==> src/rtl/imem_loader.sv <==
// imem_loader: boot-time writer for the instruction memory.
// Takes a LEN / data / CHK byte frame over valid/ready, packs big-endian
// 32-bit words and emits one-cycle write strobes at addresses 0..L.
module imem_loader #(
    parameter int addWidth  = 5,
    parameter int dataWidth = 32
) (
    input  logic                 clk,
    input  logic                 rst_n,
    input  logic                 start,
    input  logic [7:0]           byte_in,
    input  logic                 byte_valid,
    output logic                 byte_ready,
    output logic                 wr_en,
    output logic [addWidth:0]    wr_addr,
    output logic [dataWidth-1:0] wr_data,
    output logic                 busy,
    output logic                 done,
    output logic                 chk_err
);

    localparam int AW = addWidth + 1;

    typedef enum logic [2:0] {
        S_IDLE,
        S_LEN,
        S_DATA,
        S_WRITE,
        S_CHK,
        S_DONE
    } state_t;

    state_t        state;
    logic [1:0]    byte_cnt;
    logic [AW-1:0] word_cnt;
    logic [AW-1:0] last_addr;
    logic [23:0]   asm_reg;
    logic [7:0]    checksum;
    logic          xfer;

    // a byte moves only when the registered ready meets the source's valid
    assign xfer = byte_valid && byte_ready;

    // frame sequencer; every output is a register updated on entry to its state
    always_ff @(posedge clk or negedge rst_n) begin
        if (!rst_n) begin
            state      <= S_IDLE;
            byte_cnt   <= '0;
            word_cnt   <= '0;
            last_addr  <= '0;
            asm_reg    <= '0;
            checksum   <= '0;
            byte_ready <= 1'b0;
            wr_en      <= 1'b0;
            wr_addr    <= '0;
            wr_data    <= '0;
            busy       <= 1'b0;
            done       <= 1'b0;
            chk_err    <= 1'b0;
        end else begin
            wr_en <= 1'b0;
            case (state)
                S_IDLE: begin
                    if (start) begin
                        state      <= S_LEN;
                        byte_ready <= 1'b1;
                        busy       <= 1'b1;
                    end
                end

                S_LEN: begin
                    if (xfer) begin
                        // oversize lengths are masked to the memory depth
                        last_addr <= byte_in[AW-1:0];
                        word_cnt  <= '0;
                        byte_cnt  <= '0;
                        checksum  <= '0;
                        state     <= S_DATA;
                    end
                end

                S_DATA: begin
                    if (xfer) begin
                        checksum <= checksum ^ byte_in;
                        asm_reg  <= {asm_reg[15:0], byte_in};
                        byte_cnt <= byte_cnt + 2'd1;
                        if (byte_cnt == 2'd3) begin
                            wr_en      <= 1'b1;
                            wr_addr    <= word_cnt;
                            wr_data    <= {asm_reg, byte_in};
                            byte_ready <= 1'b0;
                            state      <= S_WRITE;
                        end
                    end
                end

                S_WRITE: begin
                    // byte_cnt has already wrapped to 0 for the next word
                    byte_ready <= 1'b1;
                    if (word_cnt == last_addr) begin
                        state <= S_CHK;
                    end else begin
                        word_cnt <= word_cnt + 1'b1;
                        state    <= S_DATA;
                    end
                end

                S_CHK: begin
                    if (xfer) begin
                        chk_err    <= (byte_in != checksum);
                        done       <= 1'b1;
                        busy       <= 1'b0;
                        byte_ready <= 1'b0;
                        state      <= S_DONE;
                    end
                end

                S_DONE: begin
                    if (start) begin
                        done       <= 1'b0;
                        chk_err    <= 1'b0;
                        busy       <= 1'b1;
                        byte_ready <= 1'b1;
                        state      <= S_LEN;
                    end
                end

                default: begin
                    state      <= S_IDLE;
                    byte_ready <= 1'b0;
                    busy       <= 1'b0;
                end
            endcase
        end
    end

endmodule

==> config.mk <==
export PLATFORM = sky130hd
export DESIGN_NAME = imem_loader
export DESIGN_NICKNAME = d
export VERILOG_FILES = /design/src/rtl/imem_loader.sv
export SDC_FILE = /design/constraint.sdc
export NUM_CORES = 1
export LEC_CHECK = 0
export BUFFER_PORTS_ARGS = -buffer_cell sky130_fd_sc_hd__clkbuf_2
export CORE_MARGIN = 1
export CORE_UTILIZATION = 30
export DETAILED_ROUTE_END_ITERATION = 8
export SETUP_SLACK_MARGIN = 0.05
export SLEW_MARGIN = 20
export SYNTH_ARGS = -nofsm -noshare
export SYNTH_HDL_FRONTEND = slang
export SYNTH_SLANG_ARGS = --single-unit
==> constraint.sdc <==
create_clock -name clk -period 2.15 [get_ports clk]
set_input_delay 0.43 -clock clk [delete_from_list [all_inputs] [get_ports clk]]
set_output_delay 0.43 -clock clk [all_outputs]
set_load 0.05 [all_outputs]
=== After elaboration in Yosys (flattened, before gate mapping) ===
Cells that the tools add are included.
W data, S select, Z words.

* Add/sub/neg operators: 2
* Eq/ne operators: 15
* Muxes and demuxes: 30
* Bitwise gates (word level): 3
* Reductions and logical operators: 16

{| class="wikitable"
|+ Operator list
! operator !! number
|-
| $mux W3 || 6
|-
| $mux W8 || 2
|-
| $pmux W8 S2 || 1
|-
| $pmux W3 S5 || 1
|-
| $reduce_and A3 Y1 || 5
|-
| $mux W6 || 2
|-
| $ne A2 B2 Y1 const B || 6
|-
| $pmux W6 S2 || 1
|-
| $mux W1 || 10
|-
| $reduce_and A5 Y1 || 2
|-
| $ne A8 B8 Y1 || 1
|-
| $xor A8 B8 Y8 || 1
|-
| $add A6 B1 Y6 const B || 1
|-
| $eq A3 B2 Y1 const B || 2
|-
| $eq A3 B3 Y1 const B || 2
|-
| $eq A6 B6 Y1 || 1
|-
| $reduce_bool A2 Y1 || 3
|-
| $pmux W1 S5 || 1
|-
| $mux W2 || 2
|-
| $pmux W1 S2 || 2
|-
| $pmux W2 S2 || 1
|-
| $reduce_and A2 Y1 || 2
|-
| $eq A3 B1 Y1 const B || 1
|-
| $logic_not A3 Y1 || 1
|-
| other kinds (8) || 9
|}

* Bits in registers: 92
* Bits of input ports: 12
* Output and inout port bits: 43

=== Logic depth before layout (Yosys ltp) ===
Gate-level depths: netlist (run 1).

* Depth in word-level cells: 4
* Mapped depth: 7

=== Least setup slack after synthesis (run 1) ===
Ideal clock, no wire load.

* Kind: flip-flop to flip-flop
* From: reg byte_ready
* To: reg wr_addr[0]
* Setup time: 0.125 ns
* Data arrival time: 1.671 ns
* Data required time: 2.025 ns
* Setup slack: 0.354 ns
* Stages on the path, launching flop included: 6
* Path buffers: 2
* Period minus slack after synthesis: 1.796 ns
* Cell sequence: dfrtp_1 > and4bb_1 > buf_4 > nand3_4 > buf_6 > mux2_4

* Longest elaborated chain between the ends: 2

{| class="wikitable"
|+ Ends and longest elaborated chain
! what !! RTL line !! source
|-
| start, declared || 13 || <nowiki>output logic byte_ready,</nowiki>
|-
| start signal, assigned || 53 || <nowiki>byte_ready <= 1'b0;</nowiki>
|-
| start signal, assigned || 66 || <nowiki>byte_ready <= 1'b1;</nowiki>
|-
| start signal, assigned || 91 || <nowiki>byte_ready <= 1'b0;</nowiki>
|-
| $logic_and A1 B1 Y1 || 42 || <nowiki>assign xfer = byte_valid && byte_ready;</nowiki>
|-
| $reduce_and A3 Y1 (no line) || -- ||
|-
| end signal, assigned || 89 || <nowiki>wr_addr <= word_cnt;</nowiki>
|-
| end, declared || 15 || <nowiki>output logic [addWidth:0] wr_addr,</nowiki>
|}

No other way between the ends.
A chain may end at the register's enable or synchronous reset.

=== Final worst setup path (run 1) ===
* From: reg state[2]
* To: reg asm_reg[5]

* Longest elaborated chain between the ends: 2

{| class="wikitable"
|+ Ends and longest elaborated chain
! what !! RTL line !! source
|-
| start, declared || 33 || <nowiki>state_t state;</nowiki>
|-
| start signal, assigned || 47 || <nowiki>state <= S_IDLE;</nowiki>
|-
| start signal, assigned || 65 || <nowiki>state <= S_LEN;</nowiki>
|-
| start signal, assigned || 78 || <nowiki>state <= S_DATA;</nowiki>
|-
| $eq A3 B2 Y1 || 62 || <nowiki>case (state)</nowiki>
|-
| $reduce_and A2 Y1 (no line) || -- ||
|-
| end signal, assigned || 85 || <nowiki>asm_reg <= {asm_reg[15:0], byte_in};</nowiki>
|-
| end, declared || 37 || <nowiki>logic [23:0] asm_reg;</nowiki>
|}

No other way between the ends.

==> out/results.ini, run 1 <==
[outcome]
status=finished, final reports clean

[synth]
synth-seq-area-share_pct=55.9
synth.cells.most_frequent=sky130_fd_sc_hd__dfrtp_1, sky130_fd_sc_hd__o21ai_0, sky130_fd_sc_hd__mux2_4, sky130_fd_sc_hd__nand2_1, sky130_fd_sc_hd__mux2_2
syn-mean-instance-area_sq_um=12.6
flop_and_latch_count_out_of_synthesis=92
post_synth_instance_area_sq_mm=0.00412
top_reg_cell_synth=sky130_fd_sc_hd__dfrtp_1
synthArstFlopShare_pct=100
share_of_the_synthesized_area_in_the_top_cell_type_pct=55.9
synth.lib_cells_used.distinct=45
yosys.area.top_type=sky130_fd_sc_hd__dfrtp_1
synth_nets=341
post_synth_main_area_contributors=sky130_fd_sc_hd__dfrtp_1, sky130_fd_sc_hd__mux2_4, sky130_fd_sc_hd__mux2_2
count_of_flip_flops_with_a_built_in_enable_after_synthesis=0
synth_cells=327
synthesis_warning_total=0
dominant_cell_by_count_in_the_synthesized_netlist=sky130_fd_sc_hd__dfrtp_1

[grt]
largest_net_degree_at_the_start_of_global_routing=41
gr-total-overflow=0
antenna_found_initial=0
grt_pass1_vias=2813
global_route.usage.total_pct=12.9
grt_first_pass_wirelength_mm=14.3

[place]
pre_cts_ws_ns=0.365
place_hpwl_mm=5.86
dpl-instance-area_sq_mm=0.00462
port_buffers=54
gp_congestion=0.722

[drt]
highest_layer=met4
wl_per_cell_um=14.8
vias=2684
met3WireLength_um=440
detail_route.wirelength.met1_mm=3.90
drc=0
dr_wl_met2_mm=3.93
route.detailed.vias_per_inst=4.73
drt-total-wl_mm=8.38
dr.first_iter.drc_count=217
detail_route.first_pass.iterations=5
remaining_antenna_violation_count=0

[clock_tree]
cts.path.max_buffers=2
clock_sinks=92
cts_setup_buffers=0
cts_resized=0
cts_tree=built
holdBufCountCts=0
clkTransAtPathRegs_ns=0.07
h-tree-depth=3
clkLatencyLatePin_ns=0.34
cts_made_buffers=9
cts_root_buffer=sky130_fd_sc_hd__clkbuf_16

[setup_path]
critPathArrivalTime_ns=2.01
crit_path_cell_trace=and4bb_1 > buf_4 > nand2_1 > buf_12 > mux2_2
worst_setup_path_start_kind=flip-flop
worst_r2r_path_depth=5
regToRegStartpoint=state[2]
timing.reg2reg.setup_slack_ns=0.36
cp_top_family=simple AND/OR/NAND/NOR gates
critical_path_depth=5
slowest_delay_ns=0.48
critPathCaptureType=flip-flop
crit_required_ns=2.37
maximum_fanout_along_the_worst_path=29
crit_buf_inv=2
slowest_cell_on_crit_path=sky130_fd_sc_hd__dfrtp_1
startpoint=state[2]
regToRegEndpoint=asm_reg[5]
crit_end=asm_reg[5]
path_class=flip-flop to flip-flop

[die]
floorplan.die.height_um=119
starting_density_pct=31.0
core-area_sq_mm=0.0133
boundaryPins=55
placementRows=42
design.die.area_sq_mm=0.0142
chipWidth_um=119

[timing]
post-route-period-util_pct=83.3
worst_slack_ns=0.360
report.final.slew_viol_count=0
hold_ws_ns=0.0710
hold_viol=0
fin_skew_ns=0.00528
setup_viol=0
timing.setup.tns_ns=0
slew_at_the_pin_closest_to_its_max_slew_limit_ns=0.529
setup_repair_after_global_routing_missed_its_margin=false
min_period_ns=1.79
max-slew-margin-rel_pct=64.8
clock.fmax_mhz=559

[power_and_ir_drop]
peak_ir_drop_on_the_vdd_network_v=0.000579
power_density_mw_per_mm2=1620
leakage_uw=0.00242

[cells_and_area]
final_design_area_excluding_fillers_sq_mm=0.00493
drive_above_1_share_pct=35.2
syn_to_final_growth_pct=19.7
largest_register_ffs=32
layout.nets=401
fin_util_pct=37.1
antenna_cells=0

[hold_path]
worst_hold_path_type=primary input to asynchronous set/reset pin

[run]
maxCapViolations=0

-- worst reg2reg max path: stages (launching register included) --
cell and delay (ns):
sky130_fd_sc_hd__dfrtp_1 0.48, sky130_fd_sc_hd__and4bb_1 0.40, sky130_fd_sc_hd__buf_4 0.20, sky130_fd_sc_hd__nand2_1 0.10
sky130_fd_sc_hd__buf_12 0.21, sky130_fd_sc_hd__mux2_2 0.29
-- worst min-delay path by stage --
| stage | slack, ns | cells after the start | to | start |
|---|---|---|---|---|
| global placement | 0.44 | 1 | wr_data[28] | rst_n |
| CTS | 0.08 | 1 | wr_data[25] | rst_n |
| global route | 0.1 | 1 | wr_data[28] | rst_n |
| detailed placement | 0.45 | 1 | wr_data[25] | rst_n |
| finish | 0.07 | 1 | wr_data[28] | rst_n |
| floorplan | 0.13 | 0 | asm_reg[0] | rst_n |
-- kinds of logic (layout without fill, tap and decap cells) --
group / after synthesis / count (layout) / synth area share [%]
AO/OA/AOI/OAI: 68 / 68 / 9.78
XOR/XNOR: 10 / 10 / 2.13
adder cells (fa/ha/maj): 3 / 3 / 0.851
buffers and inverters: 25 / 90 / 3.31
flip-flops: 92 / 92 / 55.9
multiplexers: 62 / 62 / 19.5
AND/OR/NAND/NOR: 67 / 67 / 8.48
-- cell usage in the layout (no fill, tap or decap), types with 2 or more instances in the layout --
cell type	n
sky130_fd_sc_hd__mux2_4	30
sky130_fd_sc_hd__nand2b_1	3
sky130_fd_sc_hd__ha_1	2
sky130_fd_sc_hd__mux2_1	3
sky130_fd_sc_hd__nand4_1	2
sky130_fd_sc_hd__nor2_1	6
sky130_fd_sc_hd__clkbuf_16	9
sky130_fd_sc_hd__nand3b_1	2
sky130_fd_sc_hd__and3b_1	4
sky130_fd_sc_hd__buf_12	2
sky130_fd_sc_hd__mux2_2	24
sky130_fd_sc_hd__nor3_1	3
sky130_fd_sc_hd__clkinvlp_4	2
sky130_fd_sc_hd__nand3_1	5
sky130_fd_sc_hd__o21ai_0	32
sky130_fd_sc_hd__inv_1	9
sky130_fd_sc_hd__a2111oi_0	2
sky130_fd_sc_hd__dfrtp_1	92
sky130_fd_sc_hd__nand2_1	30
sky130_fd_sc_hd__buf_4	10
sky130_fd_sc_hd__o22ai_1	3
sky130_fd_sc_hd__a22oi_1	4
sky130_fd_sc_hd__o21a_1	3
sky130_fd_sc_hd__xnor2_1	6
sky130_fd_sc_hd__a31oi_1	2
sky130_fd_sc_hd__clkbuf_8	2
sky130_fd_sc_hd__mux2i_1	5
sky130_fd_sc_hd__clkbuf_2	53
sky130_fd_sc_hd__xor2_1	4
sky130_fd_sc_hd__a21oi_1	13
sky130_fd_sc_hd__nor2b_1	6
-- final cells by class --
type,instances,area [sq um]
sequential,92,2300
inverter,9,33.8
tap,176,220
fill,1292,8370
clock buffer,11,253
timing repair buffer,65,380
clock inverter,5,58.8
multi-input combinational,210,1680
-- power by group --
group / switching (uW) / internal (uW)
clock network: 662 / 966
logic: 2050 / 1230
registers: 599 / 2490
total: 3310 / 4680
-- per-stage QoR --
step	std cells	total power, uW
after floorplan	327	5580
after global placement	552	6330
after detailed placement	552	6420
after CTS	568	8080
after global routing	568	8500
final	568	8000
-- metal layers --
| metal | GRT usage, % | up-vias |
|---|---|---|
| met5 | 0 | - |
| met4 | 5.06 | 0 |
| met3 | 3.83 | 10 |
| met2 | 19.6 | 61 |
| met1 | 17.2 | 1322 |
| li1 | - | 1291 |
(Power assumes the default switching activity.)
==> run 2: changes to the inputs <==
- clock period: 2.15 -> 1.4 ns (I/O delays scaled with it)
==> run 2 against run 1 <==
Effect of this change: the run now ends with setup timing left; clock power increased by 58%; sequential share of layout area decreased by 4.3 points; via count increased by 4.8%; die area unchanged; sequential power increased by 50%; clock skew increased by 0.0015 ns; design area increased by 10%.
==> out/results.ini, run 2 (synthesis results as in run 1) <==
[outcome]
status=complete, but fails checks
violations_in_the_final_reports=setup timing

[place]
port_buffers=54  ; unchanged
gp_congestion=0.812  ; +12%
place_hpwl_mm=6.09  ; +3.8%

[clock_tree]
cts_made_buffers=9  ; unchanged
cts_tree=built
cts_root_buffer=sky130_fd_sc_hd__clkbuf_16
clock_sinks=92  ; unchanged
clkTransAtPathRegs_ns=0.07  ; about the same
clkLatencyLatePin_ns=0.34  ; about the same
h-tree-depth=3  ; unchanged
cts.path.max_buffers=2  ; unchanged

[setup_path]
path_class=flip-flop to flip-flop
worst_setup_path_start_kind=flip-flop
critPathCaptureType=flip-flop
startpoint=state[0]
crit_required_ns=1.62  ; -0.75 ns
critPathArrivalTime_ns=1.73  ; -0.28 ns
maximum_fanout_along_the_worst_path=23  ; -21%
regToRegStartpoint=state[0]

[timing]
post-route-period-util_pct=107  ; +24 points
setup_repair_after_global_routing_missed_its_margin=true
report.final.slew_viol_count=0  ; unchanged
clock.fmax_mhz=666  ; +19%
setup_viol=67  ; +67
slew_at_the_pin_closest_to_its_max_slew_limit_ns=0.397  ; -0.132 ns
min_period_ns=1.50  ; -0.289 ns
hold_viol=0  ; unchanged
hold_ws_ns=0.240  ; +0.169 ns
fin_skew_ns=0.00681  ; +0.00154 ns
worst_slack_ns=-0.102  ; -0.461 ns
max-slew-margin-rel_pct=72.9  ; +8.1 points

[power_and_ir_drop]
power.switching_fraction_pct=41.6  ; +0.22 points
clockPowerShare_pct=19.2  ; -1.2 points
peak_ir_drop_on_the_vdd_network_v=0.000886  ; +53%
power_density_mw_per_mm2=2460  ; +52%
switchingPower_uw=5570  ; +68%
share_seq_of_total_power_pct=34.8  ; -3.8 points
leakage_uw=0.00270  ; +11%
total_internal_power_uw=7800  ; +67%
share_comb_of_total_power_pct=46.0  ; +5.0 points

[run]
maxCapViolations=0  ; unchanged

[cells_and_area]
layout.nets=433  ; +8.0%
antenna_cells=0  ; unchanged
number_of_inserted_filler_cells_in_the_final_layout=1238  ; -4.2%
drive_above_1_share_pct=45.8  ; +11 points
fin_util_pct=40.9  ; +3.8 points
mostFrequentLayoutCell=sky130_fd_sc_hd__dfrtp_1
layout.cells.most_common_list=sky130_fd_sc_hd__dfrtp_1, sky130_fd_sc_hd__clkbuf_2, sky130_fd_sc_hd__mux2_4, sky130_fd_sc_hd__buf_4, sky130_fd_sc_hd__nand2_1
largest_register_ffs=32  ; unchanged
syn_to_final_growth_pct=32.0

[drt]
route.detailed.vias_per_inst=4.69  ; -0.78%
vias=2813  ; +4.8%
remaining_antenna_violation_count=0  ; unchanged
drt-total-wl_mm=9.13  ; +9.0%
drc=0  ; unchanged
detail_route.first_pass.iterations=4  ; -1
dr.first_iter.drc_count=172  ; -21%
wl_per_cell_um=15.2  ; +3.1%

[grt]
antenna_found_initial=0  ; unchanged
grt_pass1_vias=2811  ; -0.071%
grt_first_pass_wirelength_mm=14.7  ; +3.0%
global_route.usage.total_pct=13.3  ; +0.40 points
gr-total-overflow=0  ; unchanged
largest_net_degree_at_the_start_of_global_routing=28  ; -32%

[die]
design.die.area_sq_mm=0.0142  ; unchanged
starting_density_pct=31.0  ; unchanged
core-area_sq_mm=0.0133  ; unchanged
placementRows=42  ; unchanged
chipWidth_um=119  ; unchanged
floorplan.die.height_um=119  ; unchanged
boundaryPins=55  ; unchanged

[hold_path]
worstHoldStart=byte_in[0]
worst_hold_path_type=primary input to flip-flop

[run 2: cell count changes in the layout (fill, tap and decap cells not counted), moves of 4 or more]
cell	change
sky130_fd_sc_hd__buf_12	+4
sky130_fd_sc_hd__o21ai_1	+18
sky130_fd_sc_hd__nand2_1	-5
sky130_fd_sc_hd__nand2_2	+5
sky130_fd_sc_hd__buf_6	+7
sky130_fd_sc_hd__buf_4	+16
sky130_fd_sc_hd__o21ai_0	-19
sky130_fd_sc_hd__mux2_4	+6
[run 2: power by group through the flow]
stage / combinational [uW] / sequential, uW / clock, uW
after detailed placement: 5600 / 4720 / 0
after floorplan: 2610 / 6170 / 0
final: 6150 / 4650 / 2570
after global placement: 5490 / 4680 / 0
after CTS: 5820 / 4670 / 2620
after global routing: 6610 / 4830 / 2740
[run 2: what timing repair did]
| action | 4_1_cts | 5_1_grt |
|---|---|---|
| gates resized for setup | 13 | 32 |
| setup buffers | 3 | 2 |
| cloned | 1 | 2 |
| endpoints found under the hold margin | 23 | 0 |
| endpoints found under the setup margin | 82 | 90 |
| pin swaps | 5 | 9 |
| hold buffers | 1 | 0 |
[run 2: path summary, 6_finish.rpt]
kind	end	slack [ns]	cells past startpoint
min in group asynchronous	asm_reg[3]	0.41	2
max	wr_data[12]	-0.10	4
min reg2reg	wr_addr[1]	0.49	2
max in group asynchronous	wr_data[21]	0.53	3
max reg2reg	wr_data[12]	-0.10	4
min	last_addr[0]	0.24	3
[run 2: area by class of cell]
| cell class | instances | area (sq um) | share of cell area, % |
|---|---|---|---|
| Clock inverter | 7 | 92.6 | 1.70 |
| Multi-Input combinational cell | 211 | 1830 | 33.7 |
| Sequential cell | 92 | 2300 | 42.4 |
| Inverter | 9 | 33.8 | 0.622 |
| Tap cell | 176 | 220 | 4.05 |
| Timing Repair Buffer | 96 | 724 | 13.3 |
| Clock buffer | 9 | 225 | 4.14 |
[run 2: through the flow]
stage               std cells  TNS (ns)  total power (uW)  setup WS (ns)  area [sq um]
floorplan                 327     -9.25              8790         -0.226          4210
global placement          575     -3.52             10200        -0.0744          4880
detailed placement        575     -5.65             10300         -0.120          4880
CTS                       596     -4.60             13100        -0.0914          5290
global route              600     -8.04             14200         -0.166          5430
finish                    600     -4.47             13400         -0.102          5430
[run 2: critical path: stages, from the launching register on]
cell                       delay, ns
sky130_fd_sc_hd__dfrtp_1        0.40
sky130_fd_sc_hd__and4bb_4       0.38
sky130_fd_sc_hd__nand3_4        0.11
sky130_fd_sc_hd__buf_12         0.19
sky130_fd_sc_hd__mux2_4         0.31
[run 2: per-layer routing]
metal | wire [um] | global-route usage, % | up-vias
met1 | 4320 | 18.5 | 1398
met4 | 121 | 4.98 | 0
met2 | 4370 | 20.5 | 53
li1 | - | - | 1352
met5 | 0 | 0 | -
met3 | 322 | 2.54 | 10
==> run 3: changes to the inputs <==
- SETUP_SLACK_MARGIN: 0.05 -> 0.15
==> run 3 against run 2 <==
Effect of this change: the flow still finishes with violations (setup timing); fmax up 0.54%; via count down 0.36%; register-to-register slack about the same; combinational power up 4.9%; hold slack worse by 0.0035 ns; critical path depth unchanged; first-iteration DRC count down 10%; critical endpoint is now wr_data[13]; largest power group unchanged.
==> out/results.ini, run 3 (synthesis results as in run 1) <==
[cells_and_area]
number_of_inserted_filler_cells_in_the_final_layout=1231  ; -0.57%
fin_util_pct=41.9  ; +1.1 points
syn_to_final_growth_pct=35.4
antenna_cells=0  ; unchanged
mostFrequentLayoutCell=sky130_fd_sc_hd__dfrtp_1
largest_register_ffs=32  ; unchanged
layout.cells.most_common_list=sky130_fd_sc_hd__dfrtp_1, sky130_fd_sc_hd__buf_4, sky130_fd_sc_hd__mux2_4, sky130_fd_sc_hd__nand2_1, sky130_fd_sc_hd__clkbuf_4
drive_above_1_share_pct=47.1  ; +1.3 points
layout.nets=438  ; +1.2%

[timing]
slew_at_the_pin_closest_to_its_max_slew_limit_ns=0.374  ; -0.0229 ns
hold_ws_ns=0.237  ; -0.00350 ns
hold_viol=0  ; unchanged
report.final.slew_viol_count=0  ; unchanged
min_period_ns=1.49  ; -0.00812 ns
post-route-period-util_pct=107  ; -0.58 points
max-slew-margin-rel_pct=74.4  ; +1.6 points
fin_skew_ns=0.00611  ; -0.000703 ns
setup_repair_after_global_routing_missed_its_margin=true
worst_slack_ns=-0.0935  ; +0.00812 ns
clock.fmax_mhz=670  ; +0.54%
setup_viol=66  ; -1.5%

[grt]
largest_net_degree_at_the_start_of_global_routing=29  ; +3.6%
antenna_found_initial=0  ; unchanged
gr-total-overflow=0  ; unchanged
grt_pass1_vias=2805  ; -0.21%
grt_first_pass_wirelength_mm=14.7  ; about the same
global_route.usage.total_pct=13.3  ; +0.026 points

[die]
core-area_sq_mm=0.0133  ; unchanged
floorplan.die.height_um=119  ; unchanged
chipWidth_um=119  ; unchanged
placementRows=42  ; unchanged
starting_density_pct=31.0  ; unchanged
boundaryPins=55  ; unchanged
design.die.area_sq_mm=0.0142  ; unchanged

[clock_tree]
clkLatencyLatePin_ns=0.34  ; about the same
clkTransAtPathRegs_ns=0.06  ; about the same
cts_made_buffers=9  ; unchanged
h-tree-depth=3  ; unchanged
cts_tree=built
clock_sinks=92  ; unchanged
cts_root_buffer=sky130_fd_sc_hd__clkbuf_16
cts.path.max_buffers=2  ; unchanged

[setup_path]
crit_required_ns=1.62  ; about the same
path_class=flip-flop to flip-flop
slowest_delay_ns=0.39  ; about the same
worst_setup_path_start_kind=flip-flop
slowest_cell_on_crit_path=sky130_fd_sc_hd__dfrtp_1
critPathArrivalTime_ns=1.71  ; -0.02 ns
maximum_fanout_along_the_worst_path=19  ; -17%
crit_path_cell_trace=and4bb_4 > nand3_4 > buf_12 > mux2_4
critPathCaptureType=flip-flop

[place]
place_hpwl_mm=6.15  ; +1.1%
gp_congestion=0.770  ; -5.2%
port_buffers=54  ; unchanged

[drt]
remaining_antenna_violation_count=0  ; unchanged
drt-total-wl_mm=8.98  ; -1.7%
dr.first_iter.drc_count=154  ; -10%
wl_per_cell_um=14.8  ; -2.5%
vias=2803  ; -0.36%
detail_route.first_pass.iterations=4  ; unchanged
route.detailed.vias_per_inst=4.63  ; -1.2%
drc=0  ; unchanged

[power_and_ir_drop]
leakage_uw=0.00271  ; +0.39%
power_uw=13800  ; +3.0%
peak_ir_drop_on_the_vdd_network_v=0.000987  ; +11%
power_density_mw_per_mm2=2470  ; +0.42%

[outcome]
violations_in_the_final_reports=setup timing
status=complete, but fails checks

[run]
maxCapViolations=0  ; unchanged

[hold_path]
worst_hold_path_type=primary input to flip-flop

[run 3: worst paths after layout]
check	startpoint	end	slack (ns)	cells after the start
max reg2reg	state[0]	wr_data[13]	-0.09	4
min reg2reg	wr_addr[1]	wr_addr[1]	0.50	2
min in group asynchronous	rst_n	wr_data[28]	0.42	2
min	byte_in[0]	last_addr[0]	0.24	3
max in group asynchronous	rst_n	wr_data[18]	0.47	3
max	state[0]	wr_data[13]	-0.09	4
[run 3: critical path, delay by kind of cell (launching register included)]
family        cells  cell delay [ns]
mux               1             0.30
buf+inv           1             0.19
flops             1             0.39
simple gates      2             0.50
[run 3: what timing repair did]
item	4_1_cts	5_1_grt
resized for setup	78	33
hold buffers	1	0
cloned	2	0
setup endpoints to repair	127	109
setup buffers	7	3
pin swaps	13	7
hold endpoints to repair	24	0
[run 3: metrics by stage]
step | worst slack, ns | std cells | instance area, sq um | TNS (ns)
finish | -0.0935 | 605 | 5580 | -3.92
global route | -0.135 | 605 | 5580 | -7.16
CTS | -0.0728 | 602 | 5510 | -2.89
detailed placement | -0.137 | 576 | 4880 | -6.91
global placement | -0.112 | 576 | 4880 | -5.58
floorplan | -0.226 | 327 | 4220 | -9.31
[run 3: layout make-up]
cell class	count	area, sq um	area share, %
clock buffers	11	243	4.35
clock inverters	5	82.6	1.48
inverters	9	41.3	0.741
multi-input cells	211	1800	32.2
flip-flops and latches	92	2300	41.3
well taps	176	220	3.95
repair buffers	101	886	15.9
[run 3: power by group]
part           internal (uW)  total [uW]  switching [uW]
sequential              3830        4700             872
combinational           2900        6450            3550
clock                   1620        2630            1010
total                   8350       13800            5430
[run 3: routing by layer]
metal / vias to the layer above / routed length, um / GRT usage [%]
met4: 0 / 178 / 5.62
met1: 1363 / 4270 / 18.0
met5: - / 0 / 0
li1: 1365 / - / -
met3: 16 / 347 / 3.16
met2: 59 / 4180 / 20.3
